<file path="src/rtl/compensation_weight_generator.sv">
// Compensation-weight producer: scans the weight buffer column by column, collects
// the codes of weights that do not fit the 5-bit PE datapath and streams them to the
// compensation memory with the valid / change_col / load_mem_done protocol.
module compensation_weight_generator #(
  parameter int SIZE        = 8,
  parameter int MAX_CMP     = 3,
  parameter int WADDR_WIDTH = $clog2(SIZE * SIZE)
) (
  input  logic                   clk,
  input  logic                   rst,
  input  logic                   start,
  output logic                   wmem_rd_en,
  output logic [WADDR_WIDTH-1:0] wmem_addr,
  input  logic [7:0]             wmem_data,
  output logic [2:0]             Compensation_Weight,
  output logic                   Compensation_out_valid,
  output logic                   change_col,
  output logic                   load_mem_done,
  output logic                   busy,
  output logic                   overflow
);

  localparam int CW = $clog2(SIZE);
  localparam int RW = $clog2(SIZE + 1);
  localparam int NW = $clog2(MAX_CMP + 1);

  typedef enum logic [2:0] {StIdle, StRead, StEmit, StChg, StDone} state_e;

  state_e                      state_q, state_d;
  logic [CW-1:0]               col_q, col_d;
  logic [RW-1:0]               row_q, row_d;
  logic [NW-1:0]               cnt_q, cnt_d;
  logic [NW-1:0]               num_q, num_d;
  logic [NW-1:0]               idx_q, idx_d;
  logic [MAX_CMP-1:0][2:0]     entry_q, entry_d;
  logic                        rd_en_q, rd_en_d;
  logic [WADDR_WIDTH-1:0]      addr_q, addr_d;
  logic [2:0]                  cw_q, cw_d;
  logic                        valid_q, valid_d;
  logic                        chg_q, chg_d;
  logic                        done_q, done_d;
  logic                        busy_q, busy_d;
  logic                        ovf_q, ovf_d;
  logic                        outlier;

  // Upper three bits must be a sign extension of bit 4 to fit the datapath.
  assign outlier = (wmem_data[7:5] != {3{wmem_data[4]}});

  // Next-state and registered-output computation.
  always_comb begin
    state_d = state_q;
    col_d   = col_q;
    row_d   = row_q;
    cnt_d   = cnt_q;
    num_d   = num_q;
    idx_d   = idx_q;
    entry_d = entry_q;
    rd_en_d = 1'b0;
    addr_d  = addr_q;
    cw_d    = cw_q;
    valid_d = 1'b0;
    chg_d   = 1'b0;
    done_d  = done_q;
    busy_d  = busy_q;
    ovf_d   = ovf_q;
    unique case (state_q)
      StIdle, StDone: begin
        if (start) begin
          state_d = StRead;
          col_d   = '0;
          row_d   = '0;
          cnt_d   = '0;
          entry_d = '0;
          rd_en_d = 1'b1;
          addr_d  = '0;
          busy_d  = 1'b1;
          done_d  = 1'b0;
          ovf_d   = 1'b0;
        end
      end
      StRead: begin
        // Data returned this cycle belongs to row row_q-1.
        if (row_q != '0 && outlier) begin
          if (cnt_q == NW'(MAX_CMP)) begin
            ovf_d = 1'b1;
          end else begin
            entry_d[cnt_q] = wmem_data[7:5];
            cnt_d          = cnt_q + 1'b1;
          end
        end
        if (row_q == RW'(SIZE)) begin
          state_d = StEmit;
          idx_d   = '0;
          // A column without outliers still sends one zero code.
          if (cnt_d == '0) begin
            entry_d[0] = 3'd0;
            num_d      = NW'(1);
          end else begin
            num_d = cnt_d;
          end
          valid_d = 1'b1;
          cw_d    = entry_d[0];
        end else begin
          row_d = row_q + 1'b1;
          if (row_d < RW'(SIZE)) begin
            rd_en_d = 1'b1;
            addr_d  = WADDR_WIDTH'(col_q) * WADDR_WIDTH'(SIZE) + WADDR_WIDTH'(row_d);
          end
        end
      end
      StEmit: begin
        if (idx_q + 1'b1 != num_q) begin
          idx_d   = idx_q + 1'b1;
          valid_d = 1'b1;
          cw_d    = entry_q[idx_d];
        end else begin
          state_d = StChg;
          chg_d   = 1'b1;
        end
      end
      StChg: begin
        if (col_q == CW'(SIZE - 1)) begin
          state_d = StDone;
          done_d  = 1'b1;
          busy_d  = 1'b0;
        end else begin
          state_d = StRead;
          col_d   = col_q + 1'b1;
          row_d   = '0;
          cnt_d   = '0;
          entry_d = '0;
          rd_en_d = 1'b1;
          addr_d  = WADDR_WIDTH'(col_d) * WADDR_WIDTH'(SIZE);
        end
      end
      default: state_d = StIdle;
    endcase
  end

  // State and output registers with synchronous active-low reset.
  always_ff @(posedge clk) begin
    if (!rst) begin
      state_q <= StIdle;
      col_q   <= '0;
      row_q   <= '0;
      cnt_q   <= '0;
      num_q   <= '0;
      idx_q   <= '0;
      entry_q <= '0;
      rd_en_q <= 1'b0;
      addr_q  <= '0;
      cw_q    <= '0;
      valid_q <= 1'b0;
      chg_q   <= 1'b0;
      done_q  <= 1'b0;
      busy_q  <= 1'b0;
      ovf_q   <= 1'b0;
    end else begin
      state_q <= state_d;
      col_q   <= col_d;
      row_q   <= row_d;
      cnt_q   <= cnt_d;
      num_q   <= num_d;
      idx_q   <= idx_d;
      entry_q <= entry_d;
      rd_en_q <= rd_en_d;
      addr_q  <= addr_d;
      cw_q    <= cw_d;
      valid_q <= valid_d;
      chg_q   <= chg_d;
      done_q  <= done_d;
      busy_q  <= busy_d;
      ovf_q   <= ovf_d;
    end
  end

  assign wmem_rd_en             = rd_en_q;
  assign wmem_addr              = addr_q;
  assign Compensation_Weight    = cw_q;
  assign Compensation_out_valid = valid_q;
  assign change_col             = chg_q;
  assign load_mem_done          = done_q;
  assign busy                   = busy_q;
  assign overflow               = ovf_q;

endmodule

</file>
<file path="config.mk">
export PLATFORM = sky130hd
export DESIGN_NAME = compensation_weight_generator
export DESIGN_NICKNAME = d
export VERILOG_FILES = /design/src/rtl/compensation_weight_generator.sv
export SDC_FILE = /design/constraint.sdc
export NUM_CORES = 1
export LEC_CHECK = 0
export ABC_AREA = 1
export BUFFER_PORTS_ARGS = -buffer_cell sky130_fd_sc_hd__buf_2
export CAP_MARGIN = 15
export CORE_UTILIZATION = 40
export CTS_BUF_LIST = sky130_fd_sc_hd__clkbuf_16
export DETAILED_ROUTE_END_ITERATION = 12
export GPL_TIMING_DRIVEN = 0
export HOLD_SLACK_MARGIN = 0.15
export MAX_ROUTING_LAYER = met4
export PLACE_DENSITY = 0.59
export SLEW_MARGIN = 40
export SYNTH_ARGS = -nofsm -noshare
export SYNTH_HDL_FRONTEND = slang
export SYNTH_SLANG_ARGS = --single-unit
</file>
<file path="constraint.sdc">
create_clock -name clk -period 2.4 [get_ports clk]
set_clock_uncertainty 0.1 [all_clocks]
set_input_delay 0.48 -clock clk [delete_from_list [all_inputs] [get_ports clk]]
set_output_delay 0.48 -clock clk [all_outputs]
set_load 0.02 [all_outputs]
</file>
==> results of run 1 <==
==> kinds of logic after synthesis <==
kind of cell	count (synthesis)
adders and majority gates	6
AOI/OAI and AO/OA	51
xor gates and xnor gates	2
DFF	40
and+or+nand+nor	174
buffers and inverters	46
==> how the worst max path moves through the flow <==
stage / depth (start not counted) / end / slack, ns
floorplan: 9 / wmem_addr[5] / 0.77
global placement: 9 / wmem_addr[5] / 0.53
detailed placement: 9 / wmem_addr[5] / 0.52
CTS: 9 / wmem_addr[5] / 0.51
global route: 8 / Compensation_Weight[2] / 0.30
finish: 8 / Compensation_Weight[2] / 0.51
==> through the flow <==
step,cells,utilization (%)
2_1_floorplan,319,-
3_3_place_gp,410,45.2
3_5_place_dp,410,45.2
4_1_cts,418,47.9
5_1_grt,418,47.9
6_report,418,47.9
==> routing by layer <==
| metal | GRT usage [%] | part of all wire, % |
|---|---|---|
| met5 | - | 0 |
| met1 | 27.0 | 50 |
| met2 | 31.2 | 44 |
| met4 | 7.76 | 1.8 |
| met3 | 3.61 | 4.1 |
==> registers in the layout, summed over array words and instances (netlist names), 2 cells and up <==
name	cells
state_q	3
row_q	4
Compensation_Weight	3
col_q	3
num_q	2
entry_q	9
cnt_q	2
wmem_addr	6
idx_q	2
==> area by class of cell <==
cell class / count / area [µm²]
sequential: 40 / 801
fill: 551 / 2660
tap: 70 / 87.6
clock inverter: 3 / 11.3
multi-input combinational: 233 / 1130
timing repair buffer: 21 / 105
buffer: 7 / 33.8
inverter: 39 / 148
clock buffer: 5 / 125
==> worst register-to-register path: cells and delay by family (launching register included) <==
kind | cells | cell delay, ns
AO/OA/AOI/OAI | 2 | 0.51
flip-flops | 1 | 0.37
adder cells (fa/ha/maj) | 1 | 0.21
buffers and inverters | 2 | 0.28
AND/OR/NAND/NOR | 3 | 0.35
==> layout by cell type, fill, tap and decap left out, drive strengths merged <==
cell,count
xnor2,1
nand4,5
or2,1
o21a,1
dfxtp,40
xor2,1
ha,6
clkbuf,8
nand3,24
clkinv,2
a211oi,1
buf,25
nor2,47
nand2,96
inv,40
a21oi,31
o21ai,15
o211ai,3
nor3,1
==> power groups by stage <==
| stage | Sequential, mW | Clock (mW) | Combinational [mW] |
|---|---|---|---|
| after floorplan | 1.03 | 0 | 1.03 |
| after global placement | 0.959 | 0 | 1.44 |
| after global routing | 0.978 | 0.669 | 1.68 |
| after detailed placement | 0.961 | 0 | 1.45 |
| after CTS | 0.951 | 0.639 | 1.46 |
| final | 0.952 | 0.630 | 1.45 |
==> Implementation_results.wiki, run 1 <==
{| class="wikitable"
! Metric !! Value
|-
| Outcome || finished clean
|-
| CTS tree || built
|-
| Internal power contribution || 1.68 mW
|-
| FF+latch count, synth || 40
|-
| Fraction of the mapped netlist area in compound gates || 12.6%
|-
| Post-synthesis cell area || 2120 µm²
|-
| Post-Syn Nets || 336
|-
| CTS H-Tree Depth || 2
|-
| Total Routed Length || 4.90 mm
|-
| RSZ-0062 raised after global routing || false
|-
| Worst slew margin || 66.5%
|-
| Routed WL per cell || 11.7 µm
|-
| Synthesized instance count || 319
|-
| Vias per inst || 4.80
|-
| Leak pwr || 1.14 nW
|-
| Origin of the critical flop-to-flop path || row_q[0]
|-
| Number of global-route vias before repair || 1776
|-
| Prevailing post-synth register cell || sky130_fd_sc_hd__dfxtp_1
|-
| Critical-path cell list || inv_1 -> ha_1 -> nand3_1 -> nand3_1 -> buf_2 -> o21ai_0 -> nand2_1 -> a21oi_1
|-
| Number of flops mapped to enable cells by yosys || 0
|-
| Wire length of the first global-routing pass || 8.18 mm
|-
| Ant diodes || 0
|-
| Master cell of the clock root buffer || sky130_fd_sc_hd__clkbuf_16
|-
| Cell accounting for the most synthesized area || sky130_fd_sc_hd__dfxtp_1
|-
| Hold EP || load_mem_done
|-
| Cell with the most instances after synthesis || sky130_fd_sc_hd__nand2_1
|-
| Largest family of logic cells by synthesized area || simple AND/OR/NAND/NOR gates
|-
| CTS clock-pin slew for the worst setup and hold paths || 0.05 ns
|-
| Post-detail-place hpwl || 3.67 mm
|-
| Initial standard-cell utilization of the core || 41.5%
|-
| Design area || 2450 µm²
|-
| ANT nets after route || 0
|-
| Relative area change from synthesis to final layout || 15.5%
|-
| X dimension of the die || 74.8 µm
|-
| Worst VDD drop || 0.385 mV
|-
| Final count of negative-setup-slack endpoints || 0
|-
| Via count || 2005
|-
| Switching share of total power || 44.7%
|-
| Crit Path Category || reg -> reg
|-
| Crit Reg-Reg Endpoint || Compensation_Weight[2]
|-
| Post-CTS Setup Repair Bufs || 0
|-
| Slew at the pin with the worst max-slew slack || 0.503 ns
|-
| Clock buffer count from CTS || 5
|-
| Final hold slack || 0.345 ns
|-
| Cts hold-fix bufs || 0
|-
| Fraction of post-synthesis cell area in the top cell type by area || 37.8%
|-
| Number of buffer cells added on primary ports || 21
|-
| Total iterations of the first detailed-routing run || 4
|-
| Final Net Count || 364
|-
| Residual DRC count || 0
|-
| Fraction of final layout cells sized beyond drive strength 1 || 15.2%
|-
| Required time at the endpoint of the critical path || 2.51 ns
|-
| Total congestion overflow after global routing || 0
|-
| Combinational Power Share || 47.8%
|-
| Power share of the sequential group || 31.4%
|-
| Worst reg-to-reg path cell count || 8
|-
| Most common library cells after synthesis || sky130_fd_sc_hd__nand2_1 (87), sky130_fd_sc_hd__nor2_1 (43), sky130_fd_sc_hd__dfxtp_1 (40), sky130_fd_sc_hd__inv_1 (32), sky130_fd_sc_hd__a21oi_1 (31)
|-
| Source-to-sink clock delay at the later pin of the worst-skew pair || 0.29 ns
|-
| Overall power after layout || 3.03 mW
|-
| Basic-gate share of the synthesized area counting and, or, nand and nor cells || 36.6%
|-
| Sort of element at the start of the critical path || register
|-
| Gpl congestion || 0.855
|-
| XOR/XNOR share of the synthesized area || 0.827%
|-
| Final min period || 1.89 ns
|-
| Adder-cell area share of the yosys netlist || 3.55%
|-
| Cell depth of the worst hold path || 2
|-
| Area of the die || 5590 µm²
|-
| Async set-reset flop share out of synthesis || 0%
|-
| Distinct cells, synth || 27
|-
| Count of synthesis-stage warnings from yosys || 0
|-
| HP Class || reg -> reg
|-
| Top-level port count || 26
|-
| Setup TNS || 0 ns
|-
| Placed instance area || 2310 µm²
|-
| Fraction of power consumed by the clock network || 20.8%
|-
| Final worst-path setup slack || 0.512 ns
|-
| Initial drt markers || 68
|-
| Worst-path maximum fanout || 10
|-
| Total routing resource utilization after global routing || 20.5%
|-
| Most frequent cell on the critical path || sky130_fd_sc_hd__nand3_1
|-
| Endpoint class of the critical path || register
|-
| Crit path buf inv count || 2
|-
| Maximum number of pins on one net before global-route repair || 12
|-
| Syn avg cell area || 6.64 µm²
|-
| Antenna violations before repair || 0
|-
| Core outline area || 5110 µm²
|-
| Switching component of the power || 1.36 mW
|-
| CTS max path bufs || 2
|-
| Largest cells by area after synthesis || sky130_fd_sc_hd__dfxtp_1 (38%), sky130_fd_sc_hd__nand2_1 (15%), sky130_fd_sc_hd__nor2_1 (7.6%)
|-
| Maximum Capacitance Violations || 0
|-
| Count of final hold-check violations || 0
|-
| Setup slack of the worst register-to-register path || 0.51 ns
|-
| Total number of clock tree sinks || 40
|-
| Post-CTS resize count || 0
|-
| Row cnt || 26
|-
| Delay of the slowest cell on the worst path || 0.37 ns
|-
| Post-placement worst setup slack || 0.516 ns
|-
| Family with the most delay on the worst path || compound AO/OA/AOI/OAI gates
|-
| Multiplexer fraction of the synthesized cell area || 0%
|-
| Die H || 74.8 µm
|-
| Share of the yosys chip area belonging to registers || 37.8%
|-
| Power Density || 1240 nW/µm²
|-
| Startpoint of the lowest-slack hold path || load_mem_done
|-
| Critical path launch point || row_q[0]
|-
| Cell at the slowest stage of the critical path || sky130_fd_sc_hd__dfxtp_1
|-
| Ratio of final minimum period to clock period || 78.7%
|-
| Max Freq || 530 MHz
|-
| Max Slew Vio Count || 0
|-
| CP Data Arrival Time || 2.00 ns
|}
(Power assumes the default switching activity.)
==> run 2, diff against run 1 <==
PLACE_DENSITY = 0.61   (was 0.59)
clock period = 1.64 ns   (was 2.4 ns; I/O delays follow)
==> run 2 against run 1 <==
Total power rose by 66%. Worst hold slack worse by 0.083 ns. Clock power increased by 75%. Routed wire length is 2.1% higher. Clock-buffer cell count did not move. Sequential power is 48% higher. Critical path type unchanged. Largest cell class unchanged. Largest power group unchanged.
==> Implementation_results.wiki, run 2 (synthesized netlist as in run 1, its figures left out) <==
{| class="wikitable"
! Metric !! Value
|-
| Outcome || finished clean
|-
| Combinational Power Share || 50.1% (+2.3 points)
|-
| Family with the most delay on the worst path || flip-flops
|-
| Final Net Count || 372 (+2.2%)
|-
| Origin of the critical flop-to-flop path || row_q[0]
|-
| Clock buffer count from CTS || 5 (unchanged)
|-
| ANT nets after route || 0 (unchanged)
|-
| Final-layout fill cell count || 517 (-6.2%)
|-
| Area of the die || 5590 µm² (unchanged)
|-
| Total routing resource utilization after global routing || 19.8% (-0.61 points)
|-
| X dimension of the die || 74.8 µm (unchanged)
|-
| Cell depth of the worst hold path || 3 (+1)
|-
| Cell at the slowest stage of the critical path || sky130_fd_sc_hd__dfxtp_2
|-
| Endpoint class of the critical path || register
|-
| Total iterations of the first detailed-routing run || 4 (unchanged)
|-
| Relative area change from synthesis to final layout || 25.1%
|-
| Master cell of the clock root buffer || sky130_fd_sc_hd__clkbuf_16
|-
| Gpl congestion || 0.892 (+4.3%)
|-
| Count of final hold-check violations || 0 (unchanged)
|-
| Top-level port count || 26 (unchanged)
|-
| Crit Reg-Reg Endpoint || wmem_addr[5]
|-
| Worst-path maximum fanout || 4 (-6)
|-
| Setup TNS || 0 ns (unchanged)
|-
| Fraction of power consumed by the clock network || 21.9% (+1.1 points)
|-
| CP Data Arrival Time || 1.70 ns (-0.30 ns)
|-
| Sort of element at the start of the critical path || register
|-
| Total congestion overflow after global routing || 0 (unchanged)
|-
| Max Slew Vio Count || 0 (unchanged)
|-
| CTS H-Tree Depth || 2 (unchanged)
|-
| Power share of the sequential group || 28.0% (-3.4 points)
|-
| Residual DRC count || 0 (unchanged)
|-
| Row cnt || 26 (unchanged)
|-
| Vias per inst || 4.85 (+1.0%)
|-
| Maximum Capacitance Violations || 0 (unchanged)
|-
| Max FFs per register || 9 (unchanged)
|-
| Total number of clock tree sinks || 40 (unchanged)
|-
| Maximum number of pins on one net before global-route repair || 13 (+1)
|-
| Post-detail-place hpwl || 3.59 mm (-2.2%)
|-
| Ratio of final minimum period to clock period || 96.1% (+17 points)
|-
| Number of global-route vias before repair || 1730 (-2.6%)
|-
| Routed WL per cell || 11.7 µm (+0.19%)
|-
| Power Density || 1900 nW/µm² (+53%)
|-
| Leak pwr || 1.21 nW (+5.8%)
|-
| Register containing the most flip-flops in the final layout || entry_q
|-
| Final count of negative-setup-slack endpoints || 0 (unchanged)
|-
| Switching component of the power || 2.16 mW (+59%)
|-
| Core outline area || 5110 µm² (unchanged)
|-
| Hold EP || col_q[0]
|-
| Max Freq || 635 MHz (+20%)
|-
| Worst VDD drop || 0.737 mV (+91%)
|-
| Delay of the slowest cell on the worst path || 0.36 ns (about the same)
|-
| Source-to-sink clock delay at the later pin of the worst-skew pair || 0.28 ns (about the same)
|-
| Cell count along the critical path || 9 (+1)
|-
| CTS tree || built
|-
| Antenna violations before repair || 0 (unchanged)
|-
| Total Routed Length || 5.00 mm (+2.1%)
|-
| Initial standard-cell utilization of the core || 41.5% (unchanged)
|-
| Critical-path cell list || nand3_2 -> xor2_2 -> inv_1 -> ha_2 -> ha_2 -> xnor2_1 -> o21ai_1 -> nor2_1 -> nor2_1
|-
| Wire length of the first global-routing pass || 8.14 mm (-0.50%)
|-
| Slew at the pin with the worst max-slew slack || 0.516 ns (+0.0131 ns)
|-
| Crit path buf inv count || 1 (-1)
|-
| Via count || 2064 (+2.9%)
|-
| Required time at the endpoint of the critical path || 1.76 ns (-0.75 ns)
|-
| CTS max path bufs || 2 (unchanged)
|-
| Initial drt markers || 116 (+71%)
|-
| Setup slack of the worst register-to-register path || 0.06 ns (-0.45 ns)
|-
| HP Class || in -> reg
|-
| Most frequent standard cell in the layout excluding fill and tap cells || sky130_fd_sc_hd__nand2_1
|-
| RSZ-0062 raised after global routing || true
|-
| Crit Path Category || reg -> reg
|-
| Cts hold-fix bufs || 0 (unchanged)
|-
| Die H || 74.8 µm (unchanged)
|-
| Final min period || 1.58 ns (-0.312 ns)
|-
| Ant diodes || 0 (unchanged)
|-
| Startpoint of the lowest-slack hold path || rst
|-
| Final hold slack || 0.262 ns (-0.0833 ns)
|-
| Internal power contribution || 2.88 mW (+71%)
|-
| Worst reg-to-reg path cell count || 9 (+1)
|-
| Switching share of total power || 42.9% (-1.8 points)
|-
| Commonest non-fill, non-tap cells in the layout || sky130_fd_sc_hd__nand2_1 (83), sky130_fd_sc_hd__nor2_1 (40), sky130_fd_sc_hd__dfxtp_1 (35)
|-
| Fraction of final layout cells sized beyond drive strength 1 || 24.2% (+8.9 points)
|-
| CTS clock-pin slew for the worst setup and hold paths || 0.06 ns (about the same)
|-
| Number of buffer cells added on primary ports || 21 (unchanged)
|-
| Worst slew margin || 65.6% (-0.88 points)
|}
run 2: cell types whose count changed in the layout (fill, tap and decap cells not counted), sizes merged:
cell | before | now
bufinv | 0 | 1
inv | 40 | 39
buf | 25 | 33
run 2: cell type report:
class                      count  area [µm²]  share of cell area (%)
clock buffer                   5         125                    4.72
buffer                         7        43.8                    1.65
clock inverter                 3        38.8                    1.46
tap                           70        87.6                    3.31
multi-input combinational    233        1230                    46.3
inverter                      39         153                    5.76
timing repair buffer          29         165                    6.24
sequential                    40         810                    30.6
run 2: power by group through the flow:
stage | Clock (mW) | Sequential [mW] | Combinational, mW
after global placement | 0 | 1.40 | 2.10
final | 1.10 | 1.41 | 2.52
after floorplan | 0 | 1.51 | 1.51
after CTS | 1.12 | 1.40 | 2.23
after detailed placement | 0 | 1.41 | 2.12
after global routing | 1.15 | 1.45 | 2.84
run 2: worst max-delay path by stage:
stage               slack, ns     start                endpoint
CTS                     -0.01  row_q[0]  Compensation_Weight[1]
detailed placement      -0.26  row_q[1]            wmem_addr[5]
global route            -0.01  col_q[1]            wmem_addr[1]
global placement        -0.21  row_q[1]            wmem_addr[5]
floorplan               0.006  row_q[1]            wmem_addr[5]
finish                   0.06  row_q[0]            wmem_addr[5]
run 2: timing repair:
action,in CTS,in global routing
resized for setup,14,25
buffers inserted,3,5
setup endpoints to repair,18,30
endpoints found under the hold margin,0,0
pin swaps,4,12
run 2: routing by layer:
layer	wire, µm	track usage (%)	up-vias	part of all wire (%)
met5	0	-	-	0
met1	2510	27.3	913	50
met3	162	3.61	9	3.2
met2	2260	29.7	42	45
li1	-	-	1100	-
met4	78	5.45	0	1.6
run 2: through the flow:
stage,setup slack [ns],power [mW],area [µm²],instances,utilization [%]
2_1_floorplan,0.00567,3.02,2120,319,-
3_3_place_gp,-0.213,3.50,2310,410,45.2
6_report,0.0642,5.03,2650,426,51.9
5_1_grt,-0.0140,5.44,2650,426,51.9
3_5_place_dp,-0.258,3.52,2310,410,45.2
4_1_cts,-0.0109,4.74,2530,421,49.5
run 2: worst min-delay path, delay by kind of cell:
kind	cells	cell delay [ns]
AOI/OAI and AO/OA	2	0.12
buffers and inverters	1	0.16
